$ cat config.mk
export PLATFORM = sky130hd
export DESIGN_NAME = ysyx_040066_div_iter
export DESIGN_NICKNAME = d
export VERILOG_FILES = /design/src/rtl/ysyx_040066_div_iter.sv
export SDC_FILE = /design/constraint.sdc
export NUM_CORES = 1
export LEC_CHECK = 0
export CORE_MARGIN = 4
export CORE_UTILIZATION = 40
export DETAILED_ROUTE_END_ITERATION = 16
export DONT_BUFFER_PORTS = 1
export HOLD_SLACK_MARGIN = 0.12
export SETUP_SLACK_MARGIN = 0.3
export SYNTH_ARGS = -nofsm -noshare
export SYNTH_HDL_FRONTEND = slang
export SYNTH_SLANG_ARGS = --single-unit
$ cat constraint.sdc
create_clock -name clk -period 6.35 [get_ports clk]
set_input_delay 0.3175 -clock clk [delete_from_list [all_inputs] [get_ports clk]]
set_output_delay 0.3175 -clock clk [all_outputs]
set_load 0.01 [all_outputs]
$ cat src/rtl/ysyx_040066_div_iter.sv
// ----------------------------------------------------------------------------
// ysyx_040066_div_iter
// Multi-cycle radix-2 restoring divider for the RV64M execute stage.
// Handles DIV/DIVU/REM/REMU and their W variants. Signed operands are turned
// into magnitudes, divided unsigned one bit per cycle, then sign-corrected.
//
// Ports:
//   clk        core clock, rising edge
//   rst_n      asynchronous active-low reset
//   flush      synchronous abort, back to IDLE next cycle, result discarded
//   in_valid   request valid          in_ready  high only in IDLE
//   src1_in    dividend               src2_in   divisor
//   ALUctr_in  00 DIV, 01 DIVU, 10 REM, 11 REMU
//   is_w_in    32-bit W variant
//   out_valid  result valid, held until out_ready
//   out_ready  consumer accepts result
//   result     quotient or remainder (holds its last value outside DONE)
//
// Build option: define DIV_FASTPATH_EN to skip the iteration loop for a zero
// divisor or signed overflow (result values are identical either way).
// ----------------------------------------------------------------------------
module ysyx_040066_div_iter #(
    parameter int XLEN  = 64,
    parameter int CNT_W = 7
) (
    input  logic            clk,
    input  logic            rst_n,
    input  logic            flush,
    input  logic            in_valid,
    output logic            in_ready,
    input  logic [XLEN-1:0] src1_in,
    input  logic [XLEN-1:0] src2_in,
    input  logic [1:0]      ALUctr_in,
    input  logic            is_w_in,
    output logic            out_valid,
    input  logic            out_ready,
    output logic [XLEN-1:0] result
);

    localparam int HALF = XLEN / 2;

    typedef enum logic [1:0] {IDLE, CALC, FIX, DONE} state_t;

    state_t state, state_nxt;

    logic [1:0]      op_r;
    logic            is_w_r;
    logic            sgn_r;
    logic            sign1_r;
    logic            sign2_r;
    logic            dz_r;
    logic [XLEN-1:0] quo_r;
    logic [XLEN-1:0] rem_r;
    logic [XLEN-1:0] dsr_r;
    logic [CNT_W-1:0] cnt_r;

    // ---------------- operand preparation (IDLE) ----------------
    logic            op_signed;
    logic [XLEN-1:0] a_ext, b_ext;
    logic            a_neg, b_neg;
    logic [XLEN-1:0] a_mag, b_mag;
    logic [XLEN-1:0] quo_init;
    logic            b_zero, ovf;
    logic            accept;

    assign op_signed = ~ALUctr_in[0];
    assign a_ext = is_w_in ? {{HALF{op_signed & src1_in[HALF-1]}}, src1_in[HALF-1:0]} : src1_in;
    assign b_ext = is_w_in ? {{HALF{op_signed & src2_in[HALF-1]}}, src2_in[HALF-1:0]} : src2_in;
    assign a_neg = op_signed & a_ext[XLEN-1];
    assign b_neg = op_signed & b_ext[XLEN-1];
    assign a_mag = a_neg ? (~a_ext + 1'b1) : a_ext;
    assign b_mag = b_neg ? (~b_ext + 1'b1) : b_ext;
    // W ops run 32 iterations, so park the dividend in the upper half where
    // the shift loop pulls bits from the MSB.
    assign quo_init = is_w_in ? {a_mag[HALF-1:0], {HALF{1'b0}}} : a_mag;
    assign b_zero = (b_ext == '0);
    // Sign-extended -2^(n-1) / -1, which is the same 64-bit pattern test for W.
    assign ovf = op_signed && (b_ext == '1) &&
                 (is_w_in ? (a_ext == {{(HALF+1){1'b1}}, {(HALF-1){1'b0}}})
                          : (a_ext == {1'b1, {(XLEN-1){1'b0}}}));
    assign accept = (state == IDLE) && in_valid && !flush;

    // ---------------- one shift-subtract step (CALC) ----------------
    logic [XLEN:0]   rem_sh;
    logic [XLEN:0]   rem_sub;
    logic            ge;
    logic [XLEN-1:0] rem_step, quo_step;

    assign rem_sh   = {rem_r, quo_r[XLEN-1]};
    assign rem_sub  = rem_sh - {1'b0, dsr_r};
    assign ge       = (rem_sh >= {1'b0, dsr_r});
    assign rem_step = ge ? rem_sub[XLEN-1:0] : rem_sh[XLEN-1:0];
    assign quo_step = {quo_r[XLEN-2:0], ge};

    // ---------------- sign fix and selection (FIX) ----------------
    logic [XLEN-1:0] q_fix, r_fix, sel, res_fix;

    assign q_fix   = (sgn_r && (sign1_r ^ sign2_r) && !dz_r) ? (~quo_r + 1'b1) : quo_r;
    assign r_fix   = (sgn_r && sign1_r) ? (~rem_r + 1'b1) : rem_r;
    assign sel     = op_r[1] ? r_fix : q_fix;
    assign res_fix = is_w_r ? {{HALF{sel[HALF-1]}}, sel[HALF-1:0]} : sel;

    // ---------------- control ----------------
    always_ff @(posedge clk or negedge rst_n) begin
        if (!rst_n) state <= IDLE;
        else        state <= state_nxt;
    end

    always_comb begin
        state_nxt = state;
        case (state)
            IDLE: if (in_valid) begin
`ifdef DIV_FASTPATH_EN
                state_nxt = (b_zero || ovf) ? FIX : CALC;
`else
                state_nxt = CALC;
`endif
            end
            CALC: if (cnt_r == CNT_W'(1)) state_nxt = FIX;
            FIX:  state_nxt = DONE;
            DONE: if (out_ready) state_nxt = IDLE;
            default: state_nxt = IDLE;
        endcase
        if (flush) state_nxt = IDLE;
    end

    assign in_ready  = (state == IDLE);
    assign out_valid = (state == DONE);

    // ---------------- datapath ----------------
    always_ff @(posedge clk or negedge rst_n) begin
        if (!rst_n) begin
            op_r    <= '0;
            is_w_r  <= 1'b0;
            sgn_r   <= 1'b0;
            sign1_r <= 1'b0;
            sign2_r <= 1'b0;
            dz_r    <= 1'b0;
            quo_r   <= '0;
            rem_r   <= '0;
            dsr_r   <= '0;
            cnt_r   <= '0;
            result  <= '0;
        end else begin
            if (accept) begin
                op_r    <= ALUctr_in;
                is_w_r  <= is_w_in;
                sgn_r   <= op_signed;
                sign1_r <= a_neg;
                sign2_r <= b_neg;
                dz_r    <= b_zero;
                dsr_r   <= b_mag;
                cnt_r   <= is_w_in ? CNT_W'(HALF) : CNT_W'(XLEN);
`ifdef DIV_FASTPATH_EN
                // Preload exactly what the loop would have produced, so the
                // shared FIX logic yields the architected special result.
                if (b_zero) begin
                    quo_r <= '1;
                    rem_r <= a_mag;
                end else if (ovf) begin
                    quo_r <= a_mag;
                    rem_r <= '0;
                end else begin
                    quo_r <= quo_init;
                    rem_r <= '0;
                end
`else
                quo_r <= quo_init;
                rem_r <= '0;
`endif
            end else if (state == CALC && !flush) begin
                quo_r <= quo_step;
                rem_r <= rem_step;
                cnt_r <= cnt_r - 1'b1;
            end else if (state == FIX && !flush) begin
                result <= res_fix;
            end
        end
    end

endmodule

==> results.txt, run 1 <==
Clock Power Share = 21.0%
Sw power = 4.59 mW
CP peak stage delay = 840 ps
Pre-Repair DR Iteration Count = 7
Vias per cell = 6.09
Final hold slack = -530 ps
Nets = 3054
GRT met1 Usage = 36.1%
H-Tree Depth = 2
Sequential area share after synthesis = 30.6%
CP required = 6800 ps
Total number of vias = 22000
Syn nets = 3072
Post-layout min period = 4890 ps
Clock buffer depth = 3
Final Max Tran Viols = 0
Clock Skew = 34.6 ps
Largest net degree at the start of global routing = 272
Ys flop type = dfrtp_1
Sum Neg Setup Slack = 0 ps
Worst-margin pin slew = 1250 ps
Crit Path Class = register to register
I/O Buffers = 0
Count of hold-fix buffers inserted at cts = 111
Synthesized area = 22100 µm²
Initial DRC count = 2124
CTS root buffer = clkbuf_16
Violated checks = hold timing
Detail Route Antenna Nets = 0
# resized after CTS = 0
CP Data Arrival Time = 5340 ps
Switching Share = 46.7%
Clk_lat worst skew = 570 ps
Fraction of layout cells with a size suffix above 1 = 4.08%
Worst vdd ir = 274 µV
Synthesized flop and latch total = 271
Layout Area Growth over Synthesis = 12.3%
Ys Warns = 0
Slew headroom = 16.0%
Total gr overflow = 0
Global Route met3 Usage = 5.20%
XOR/XNOR share of the synthesized area = 11.2%
EDFF count, synth = 0
Cells along the critical path = ha_1 > a21oi_1 > o21ai_0 > a2111oi_0 > nor4_1 > nor3_1 > o41ai_2 > a31oi_4 > buf_4 > a211o_1 > o31ai_1 > dlygate4sd3_1
Placer Congestion = 0.984
Logic pwr share = 46.5%
Element type at the critical path end = register
Top achievable clock speed = 204 MHz
Tcrit/Tclk final = 77.1%
Initial Util = 40.7%
Setup crit start kind = register
DRC = 0
Die area = 59200 µm²
CTS buffer count = 34
Final setup viols = 0
Initial antenna violation count = 1
Post-synthesis compound-gate area fraction = 24.7%
Met2 GRT Util = 45.8%
Worst-path clk slew = 60 ps
Clk sinks = 271
DP HPWL = 63200 µm
CTS tree = yes
Max Cap Violations = 0
Async SR Flop Fraction = 100%
Post-synthesis simple-gate area fraction = 19.6%
Placeable Area = 54300 µm²
Internal power = 5.25 mW
Post-synthesis mux area share = 4.50%
Power per Cell Area = 396 nW/µm²
Site Rows = 85
CP max-delay cell = buf_4
Gate Count Post-Synth = 2861
Grt peak-use layer = met2
Die extent in x = 243 µm
GR Util All Layers = 27.3%
Wire per inst = 23.5 µm
RSZ-0062 raised after global routing = no
Main combinational cell family by area after synthesis = compound AO/OA/AOI/OAI gates
Unique cell type count in the Yosys netlist = 72
Sequential Power Share = 32.6%
Critical Path Source = rem_r[11]$_DFFE_PN0N_
Worst-path maximum fanout = 69
Post-Synth Adder-Cell Area = 4.27%
Hold crit path type = primary input to async pin
Vias in the first global route = 20900
Layout fillers = 5408
IO Pins = 202
Pleak = 10.5 nW
Postcts setup bufs = 0
Status = finished with violations
Final count of hold timing violations = 271
Die Y = 243 µm
First-pass GRT wire length = 128000 µm
R2R Path Start = rem_r[11]$_DFFE_PN0N_
Total wire length = 84800 µm
Avg Inst Size Synth = 7.74 µm²
[per-layer routing]
layer / share of wire, % / vias up
li1: - / 10300
met1: 42 / 10800
met2: 47 / 812
met3: 7.2 / 155
met4: 3.3 / 0
met5: 0 / -
[flip-flops by register name, indices dropped and copies added (netlist names)]
name / cells
quo_r: 64
cnt_r: 7
rem_r: 64
sign2_r: 1
result: 64
op_r: 1
sgn_r: 1
dsr_r: 64
state: 2
dz_r: 1
sign1_r: 1
is_w_r: 1
[metrics by stage]
stage	utilization, %	instances	power [mW]	setup slack, ps	area, µm²
after floorplan	-	2861	6.20	2880	22100
after global placement	41.6	3435	7.59	2060	22600
after detailed placement	41.6	3435	7.67	1890	22600
after CTS	45.7	3607	9.81	1530	24900
after global routing	45.7	3607	10.5	1170	24900
final	45.7	3608	9.84	1460	24900
[power by group through the flow]
| stage | clock network, mW | registers [mW] | logic (mW) |
|---|---|---|---|
| after global placement | 0 | 3.20 | 4.40 |
| after detailed placement | 0 | 3.22 | 4.44 |
| after global routing | 2.16 | 3.29 | 5.04 |
| after CTS | 2.08 | 3.19 | 4.54 |
| after floorplan | 0 | 2.85 | 3.35 |
| final | 2.06 | 3.20 | 4.57 |
[cell usage in the layout (no fill, tap or decap), types with 28 or more instances in the layout]
cell / n
nand2_1: 344
dlygate4sd3_1: 111
nand4_1: 41
dfrtp_1: 270
nor2_1: 228
mux2i_1: 95
nor3_1: 67
a31oi_1: 31
a21oi_1: 248
xnor2_1: 156
inv_1: 110
ha_1: 74
or3_1: 42
nand3_1: 41
o22ai_1: 36
nor4_1: 41
o31ai_1: 42
xor2_1: 127
o21ai_0: 344
clkbuf_16: 34
a32oi_1: 28
[synth_stat cells (15+ instances only)]
| cell type | number | share of area [%] |
|---|---|---|
| or4_1 | 23 | 0.78 |
| nand3_1 | 41 | 0.93 |
| nor2_1 | 231 | 3.9 |
| nand2b_1 | 17 | 0.48 |
| a21oi_1 | 251 | 5.7 |
| a21o_1 | 21 | 0.71 |
| o21ai_0 | 344 | 7.8 |
| xnor2_1 | 156 | 6.2 |
| nor4_1 | 41 | 1.2 |
| mux2i_1 | 95 | 4.3 |
| o21bai_1 | 18 | 0.61 |
| a211oi_1 | 15 | 0.51 |
| o31ai_1 | 42 | 1.4 |
| or3_1 | 42 | 1.2 |
| a32oi_1 | 28 | 1.1 |
| nand2_1 | 345 | 5.9 |
| dfrtp_1 | 271 | 31 |
| o22ai_1 | 36 | 1.0 |
| nand4_1 | 41 | 1.2 |
| nor3_1 | 67 | 1.5 |
| ha_1 | 74 | 4.2 |
| o41ai_1 | 18 | 0.71 |
| clkbuf_1 | 172 | 2.9 |
| inv_1 | 110 | 1.9 |
| o22a_1 | 16 | 0.63 |
| a31oi_1 | 32 | 0.90 |
| xor2_1 | 127 | 5.0 |
[kinds of logic after synthesis]
family | after synthesis
AOI/OAI and AO/OA | 910
xor gates and xnor gates | 283
adders and majority gates | 75
buffers and inverters | 298
DFF | 271
muxes | 99
and+or+nand+nor | 925
[critical path, delay by kind of cell (launching register included)]
kind	cells	cell delay, ps
compound gates	7	1750
flops	1	480
buf+inv	2	1440
simple gates	2	650
fa+ha+maj	1	440
[final timing paths]
| path | endpoint | slack (ps) | cells after the start |
|---|---|---|---|
| setup / recovery | quo_r[0]$_DFFE_PN0N_ | 1460 | 12 |
| hold / removal | state[0]$_DFFE_PN0P_ | -530 | 0 |
| setup reg to reg | quo_r[0]$_DFFE_PN0N_ | 1460 | 12 |
| hold reg to reg | dsr_r[63]$_DFFE_PN0P_ | 480 | 2 |
| max in group asynchronous | dsr_r[19]$_DFFE_PN0P_ | 6400 | 0 |
| min in group clk | dsr_r[2]$_DFFE_PN0P_ | 120 | 2 |
[layout make-up]
cell class / instances / area (µm²) / share of cell area [%]
antenna: 1 / 2.50 / 0.0101
clock buffer: 52 / 1020 / 4.10
clock inverter: 9 / 141 / 0.569
inverter: 110 / 413 / 1.66
multi-input combinational: 2292 / 14300 / 57.5
sequential: 271 / 6780 / 27.3
tap: 739 / 925 / 3.72
timing repair buffer: 134 / 1280 / 5.16
(Power assumes the default switching activity.)
==> inputs of run 2 (changes only) <==
==> constraint.sdc (replaced) <==
create_clock -name clk -period 4.4 [get_ports clk]
set_input_delay 0.22 -clock clk [delete_from_list [all_inputs] [get_ports clk]]
set_output_delay 0.22 -clock clk [all_outputs]
set_load 0.01 [all_outputs]
==> run 2 against run 1 <==
- the flow still finishes with violations (hold timing)
- clock-buffer cell count decreased by 7
- critical path depth increased by 1
- final cell count increased by 2.7%
- total power increased by 49%
- clock power increased by 55%
- critical path type is now primary input to register
- largest cell class unchanged
- largest power group unchanged
- highest routed layer unchanged
==> results.txt, run 2 (synthesized netlist as in run 1, its figures left out) <==
Status = finished with violations
Violated checks = hold timing
Worst-path clk slew = 60 ps (about the same)
CTS root buffer = clkbuf_16
Design Power = 14.7 mW (+49%)
Top achievable clock speed = 258 MHz
Placer Congestion = 0.967 (-1.8%)
Final Max Tran Viols = 0 (unchanged)
Power per Cell Area = 565 nW/µm² (+43%)
Clk_lat worst skew = 560 ps (about the same)
Count of hold-fix buffers inserted at cts = 186 (+68%)
Pleak = 10.9 nW (+4.5%)
Die Y = 243 µm (unchanged)
GRT met1 Usage = 36.9% (+0.79 points)
Clock buffer depth = 3 (unchanged)
Detail Route Antenna Nets = 0 (unchanged)
Worst vdd ir = 361 µV (+32%)
Site Rows = 85 (unchanged)
Element type at the critical path end = register
H-Tree Depth = 2 (unchanged)
Post-layout min period = 3880 ps
CTS tree = yes
Final count of hold timing violations = 271 (unchanged)
Worst-path maximum fanout = 5 (-93%)
Vias in the first global route = 21700 (+3.7%)
Global Route met3 Usage = 6.40% (+1.2 points)
Initial DRC count = 2194 (+3.3%)
Setup crit start kind = primary input
Clk sinks = 271 (unchanged)
Clock Skew = 35.4 ps (+0.824 ps)
Vias per cell = 6.05 (-0.69%)
CP Data Arrival Time = 4310 ps (-1030 ps)
Grt peak-use layer = met2
CP required = 4830 ps (-1970 ps)
Layout fillers = 5334 (-1.4%)
R2R Setup Slk = 570 ps (-890 ps)
Hold crit path type = primary input to async pin
Die extent in x = 243 µm (unchanged)
Total wire length = 86100 µm (+1.5%)
Max Cap Violations = 0 (unchanged)
Design Area, Final = 25900 µm² (+4.3%)
Layout Area Growth over Synthesis = 17.2%
IO Pins = 202 (unchanged)
Total number of vias = 22400 (+2.0%)
Commonest non-fill, non-tap cell in the layout = o21ai_0
Final hold slack = -626 ps (-95.2 ps)
Initial antenna violation count = 0 (-1)
CTS buffer count = 35 (+2.9%)
Fraction of layout cells with a size suffix above 1 = 5.06% (+0.98 points)
Wire per inst = 23.2 µm (-1.2%)
Largest net degree at the start of global routing = 272 (unchanged)
Total gr overflow = 0 (unchanged)
First-pass GRT wire length = 132000 µm (+2.6%)
Final setup viols = 0 (unchanged)
Placeable Area = 54300 µm² (unchanged)
I/O Buffers = 0 (unchanged)
Worst-margin pin slew = 1120 ps (-127 ps)
Initial Util = 40.7% (unchanged)
RSZ-0062 raised after global routing = no
Nets = 3150 (+3.1%)
Most frequent cells in the layout = o21ai_0, nand2_1, dfrtp_1
DRC = 0 (unchanged)
DP HPWL = 64200 µm (+1.6%)
Die area = 59200 µm² (unchanged)
Slew headroom = 25.0% (+9.0 points)
Met2 GRT Util = 45.5% (-0.31 points)
Placed inst area = 22700 µm² (+0.69%)
Diode count = 0 (-1)
Pre-Repair DR Iteration Count = 6 (-1)
Tcrit/Tclk final = 88.2%
Crit Path Class = primary input to register
GR Util All Layers = 28.0% (+0.62 points)
Sum Neg Setup Slack = 0 ps (unchanged)
[run 2: changes by cell type in the layout (fill, tap and decap cells not counted), moves of 3 or more]
cell / before / now
buf_4: 23 / 42
bufinv_16: 3 / 6
clkinvlp_4: 1 / 4
dlygate4sd3_1: 111 / 185
clkbuf_8: 10 / 6
clkbuf_1: 8 / 3
clkinv_2: 2 / 5
[run 2: final cells by class]
cell class	count	area, µm²	area share (%)
clock buffer	45	995	3.84
inverter	110	413	1.59
timing repair buffer	229	2210	8.51
sequential	271	6780	26.2
multi-input combinational	2292	14300	55.3
clock inverter	19	278	1.07
tap	739	925	3.57
[run 2: repair_timing]
item / in CTS / in global routing
setup endpoints to repair: 0 / 74
gates resized for setup: 0 / 6
hold endpoints to repair: 402 / 271
setup buffers: 0 / 1
[run 2: worst max-delay path, stage by stage]
cell and delay (ps):
dlygate4sd3_1 580, inv_1 180, ha_1 230, nand2_1 90
nand4b_1 360, nor3_1 420, o21ai_0 270, a21oi_1 410
a21oi_1 150, xnor2_1 180, dlygate4sd3_1 560, a21oi_1 70
dlygate4sd3_1 580
[run 2: worst paths after layout]
path                       depth (start not counted)                endpoint                   from
setup / recovery                                  13   quo_r[60]$_DFFE_PN0N_             src1_in[0]
hold / removal                                     0    state[1]$_DFFE_PN0P_                  rst_n
setup reg to reg                                   9  result[63]$_DFFE_PN0P_  rem_r[29]$_DFFE_PN0N_
hold reg to reg                                    2   dsr_r[14]$_DFFE_PN0P_  dsr_r[14]$_DFFE_PN0P_
max in group asynchronous                          0     op_r[1]$_DFFE_PN0P_                  rst_n
min in group clk                                   3   dsr_r[38]$_DFFE_PN0P_            src2_in[38]
[run 2: routing by layer]
layer	up-vias	share of wire, %
met3	157	7.9
met2	840	46
met1	11000	42
met5	-	0
li1	10500	-
met4	0	3.5
[run 2: where the power goes]
group	leakage, nW	total, mW	switching [mW]	internal (mW)
clock	0.615	3.20	1.23	1.96
combinational	6.83	6.79	4.21	2.59
sequential	3.48	4.66	1.29	3.38
total	10.9	14.7	6.72	7.93
[run 2: stage by stage]
stage / util, % / std cells / setup slack [ps] / hold slack, ps
CTS: 47.6 / 3704 / 303 / -659
global placement: 41.9 / 3454 / 538 / -65.2
global route: 47.7 / 3705 / 306 / -649
floorplan: - / 2861 / 933 / -75.6
finish: 47.7 / 3705 / 521 / -626
detailed placement: 41.9 / 3454 / 340 / -67.8
==> inputs of run 3 (changes only) <==
==> constraint.sdc (replaced) <==
create_clock -name clk -period 4.15 [get_ports clk]
set_input_delay 0.2075 -clock clk [delete_from_list [all_inputs] [get_ports clk]]
set_output_delay 0.2075 -clock clk [all_outputs]
set_load 0.01 [all_outputs]
==> run 3 against run 2 <==
- the run still ends with hold timing left
- sequential share of layout area fell by 0.26 points
- global-route usage fell by 0.086 points
- register-to-register slack worse by 100 ps
- critical path depth shrank 4
- core utilization rose by 0.47 points
- die area is the same
- worst hold slack got worse by 11 ps
- final cell count grew 1.1%
- setup slack worse by 55 ps
- clock power down 2%
- combinational power increased by 7.5%
- routed wire length grew 0.18%
- critical endpoint is now result[57]$_DFFE_PN0P_
- highest routed layer unchanged
==> results.txt, run 3 (synthesized netlist as in run 1, its figures left out) <==
R2R Setup Slk = 470 ps (-100 ps)
CP delay by family, top = simple AND/OR/NAND/NOR gates
Max Cap Violations = 0 (unchanged)
Wire per inst = 23.0 µm (-0.86%)
Vias per cell = 6.05 (about the same)
Initial DRC count = 2295 (+4.6%)
Placer Congestion = 0.954 (-1.3%)
Die extent in x = 243 µm (unchanged)
Post-layout min period = 3680 ps
Slew headroom = 26.8% (+1.8 points)
Die Y = 243 µm (unchanged)
DRC = 0 (unchanged)
Worst path bufs/invs = 0 (-4)
Design Power = 15.3 mW (+4.7%)
Power per Cell Area = 586 nW/µm² (+3.7%)
Worst-path maximum fanout = 7 (+2)
Final setup viols = 0 (unchanged)
I/O Buffers = 0 (unchanged)
DP HPWL = 64600 µm (+0.59%)
Total wire length = 86300 µm (+0.18%)
Crit Path Class = register to register
Most frequent CP cell = or4_4
Switching Share = 46.3% (+0.44 points)
Total number of vias = 22600 (+0.97%)
Pre-Repair DR Iteration Count = 5 (-1)
CP required = 4580 ps (-250 ps)
Fraction of layout cells with a size suffix above 1 = 6.26% (+1.2 points)
Nets = 3192 (+1.3%)
Clk sinks = 271 (unchanged)
Site Rows = 85 (unchanged)
Top achievable clock speed = 271 MHz
Final hold slack = -636 ps (-10.8 ps)
GR Util All Layers = 27.9% (-0.086 points)
Sum Neg Setup Slack = 0 ps (unchanged)
Slack of the critical path = 466 ps (-54.7 ps)
Placeable Area = 54300 µm² (unchanged)
IO Pins = 202 (unchanged)
Die area = 59200 µm² (unchanged)
Diode count = 0 (unchanged)
Worst-margin pin slew = 1090 ps (-26.5 ps)
Utilization after layout = 48.2% (+0.47 points)
Status = finished with violations
Initial Util = 40.7% (unchanged)
H-Tree Depth = 2 (unchanged)
Total gr overflow = 0 (unchanged)
Final Max Tran Viols = 0 (unchanged)
Cells along the critical path = or4_4 > or4_4 > or4b_1 > or4_4 > nor3_4 > a21oi_1 > xnor2_1 > nor2_1 > o32a_1
CTS tree = yes
First-pass GRT wire length = 131000 µm (-0.71%)
Pleak = 11.1 nW (+1.4%)
Clk_lat worst skew = 560 ps (about the same)
Worst vdd ir = 444 µV (+23%)
Count of hold-fix buffers inserted at cts = 192 (+3.2%)
Clock buffer depth = 3 (unchanged)
Tcrit/Tclk final = 88.8%
Detail Route Antenna Nets = 0 (unchanged)
Setup crit start kind = register
Pre-CTS WS = 237 ps (-104 ps)
CTS root buffer = clkbuf_16
Internal power = 8.24 mW (+3.8%)
Vias in the first global route = 21700 (+0.20%)
CP max-delay cell = or4_4
Initial antenna violation count = 0 (unchanged)
RSZ-0062 raised after global routing = no
CTS buffer count = 35 (unchanged)
Worst-path clk slew = 60 ps (about the same)
Logic pwr share = 47.6% (+1.2 points)
CP peak stage delay = 570 ps (about the same)
Violated checks = hold timing
Sw power = 7.11 mW (+5.7%)
Most frequent cells in the layout = nand2_1, o21ai_0, dfrtp_1
Clock Skew = 21.7 ps (-13.7 ps)
CP Data Arrival Time = 4120 ps (-190 ps)
Clock Power Share = 20.4% (-1.4 points)
Layout Area Growth over Synthesis = 18.3%
Hold crit path type = primary input to async pin
Sequential Power Share = 32.0% (+0.2 points)
Largest net degree at the start of global routing = 272 (unchanged)
Element type at the critical path end = register
Final count of hold timing violations = 271 (unchanged)
## run 3: cell types whose count changed in the layout (fill, tap and decap cells not counted), moves of 2 or more
cell,previous run,this run
buf_12,2,4
buf_4,42,76
bufinv_16,6,3
clkinv_2,5,7
clkinv_4,2,0
dlygate4sd3_1,185,191
inv_6,1,4
nor4_1,39,37
## run 3: worst paths after layout
path	startpoint	end	depth (start not counted)
setup / recovery	rem_r[27]$_DFFE_PN0N_	result[57]$_DFFE_PN0P_	9
hold / removal	rst_n	state[1]$_DFFE_PN0P_	0
setup reg to reg	rem_r[27]$_DFFE_PN0N_	result[57]$_DFFE_PN0P_	9
hold reg to reg	dsr_r[62]$_DFFE_PN0P_	dsr_r[62]$_DFFE_PN0P_	2
max in group asynchronous	rst_n	dsr_r[49]$_DFFE_PN0P_	0
min in group clk	src2_in[9]	dsr_r[17]$_DFFE_PN0P_	5
## run 3: power by group through the flow
stage / registers, mW / clock network [mW] / logic [mW]
4_1_cts: 4.90 / 3.19 / 7.17
6_report: 4.91 / 3.13 / 7.30
2_1_floorplan: 4.36 / 0 / 5.13
5_1_grt: 5.04 / 3.29 / 8.03
3_3_place_gp: 4.91 / 0 / 6.77
3_5_place_dp: 4.94 / 0 / 6.82
## run 3: worst reg2reg max path: stages (launching register included)
cell     delay, ps
dfrtp_1        520
or4_4          570
or4_4          510
or4b_1         540
or4_4          470
nor3_4         260
a21oi_1        110
xnor2_1        160
nor2_1          60
o32a_1         350
## run 3: area by class of cell
class | instances | area [µm²]
clock buffer | 44 | 970
clock inverter | 17 | 183
fill | 5359 | 28200
inverter | 110 | 413
multi-input combinational | 2292 | 14400
sequential | 271 | 6780
tap | 739 | 925
timing repair buffer | 271 | 2560
## run 3: repair_timing
item,in CTS,in global routing
gates resized for setup,1,10
endpoints found under the hold margin,411,271
pin swaps,0,4
setup endpoints to repair,2,90
buffers inserted,0,5
## run 3: through the flow
step / instance area, µm² / hold slack, ps / instances
after floorplan: 22100 / -88.1 / 2861
after global placement: 23000 / -75.9 / 3486
after detailed placement: 23000 / -76.9 / 3486
after CTS: 26100 / -661 / 3739
after global routing: 26200 / -657 / 3744
final: 26200 / -636 / 3744
## run 3: per-layer routing
metal	global-route usage, %	vias up	share of wire (%)
met4	8.66	0	3.2
met2	45.7	940	47
li1	-	10500	-
met5	0	-	0
met3	4.91	161	7.2
met1	37.6	11000	43
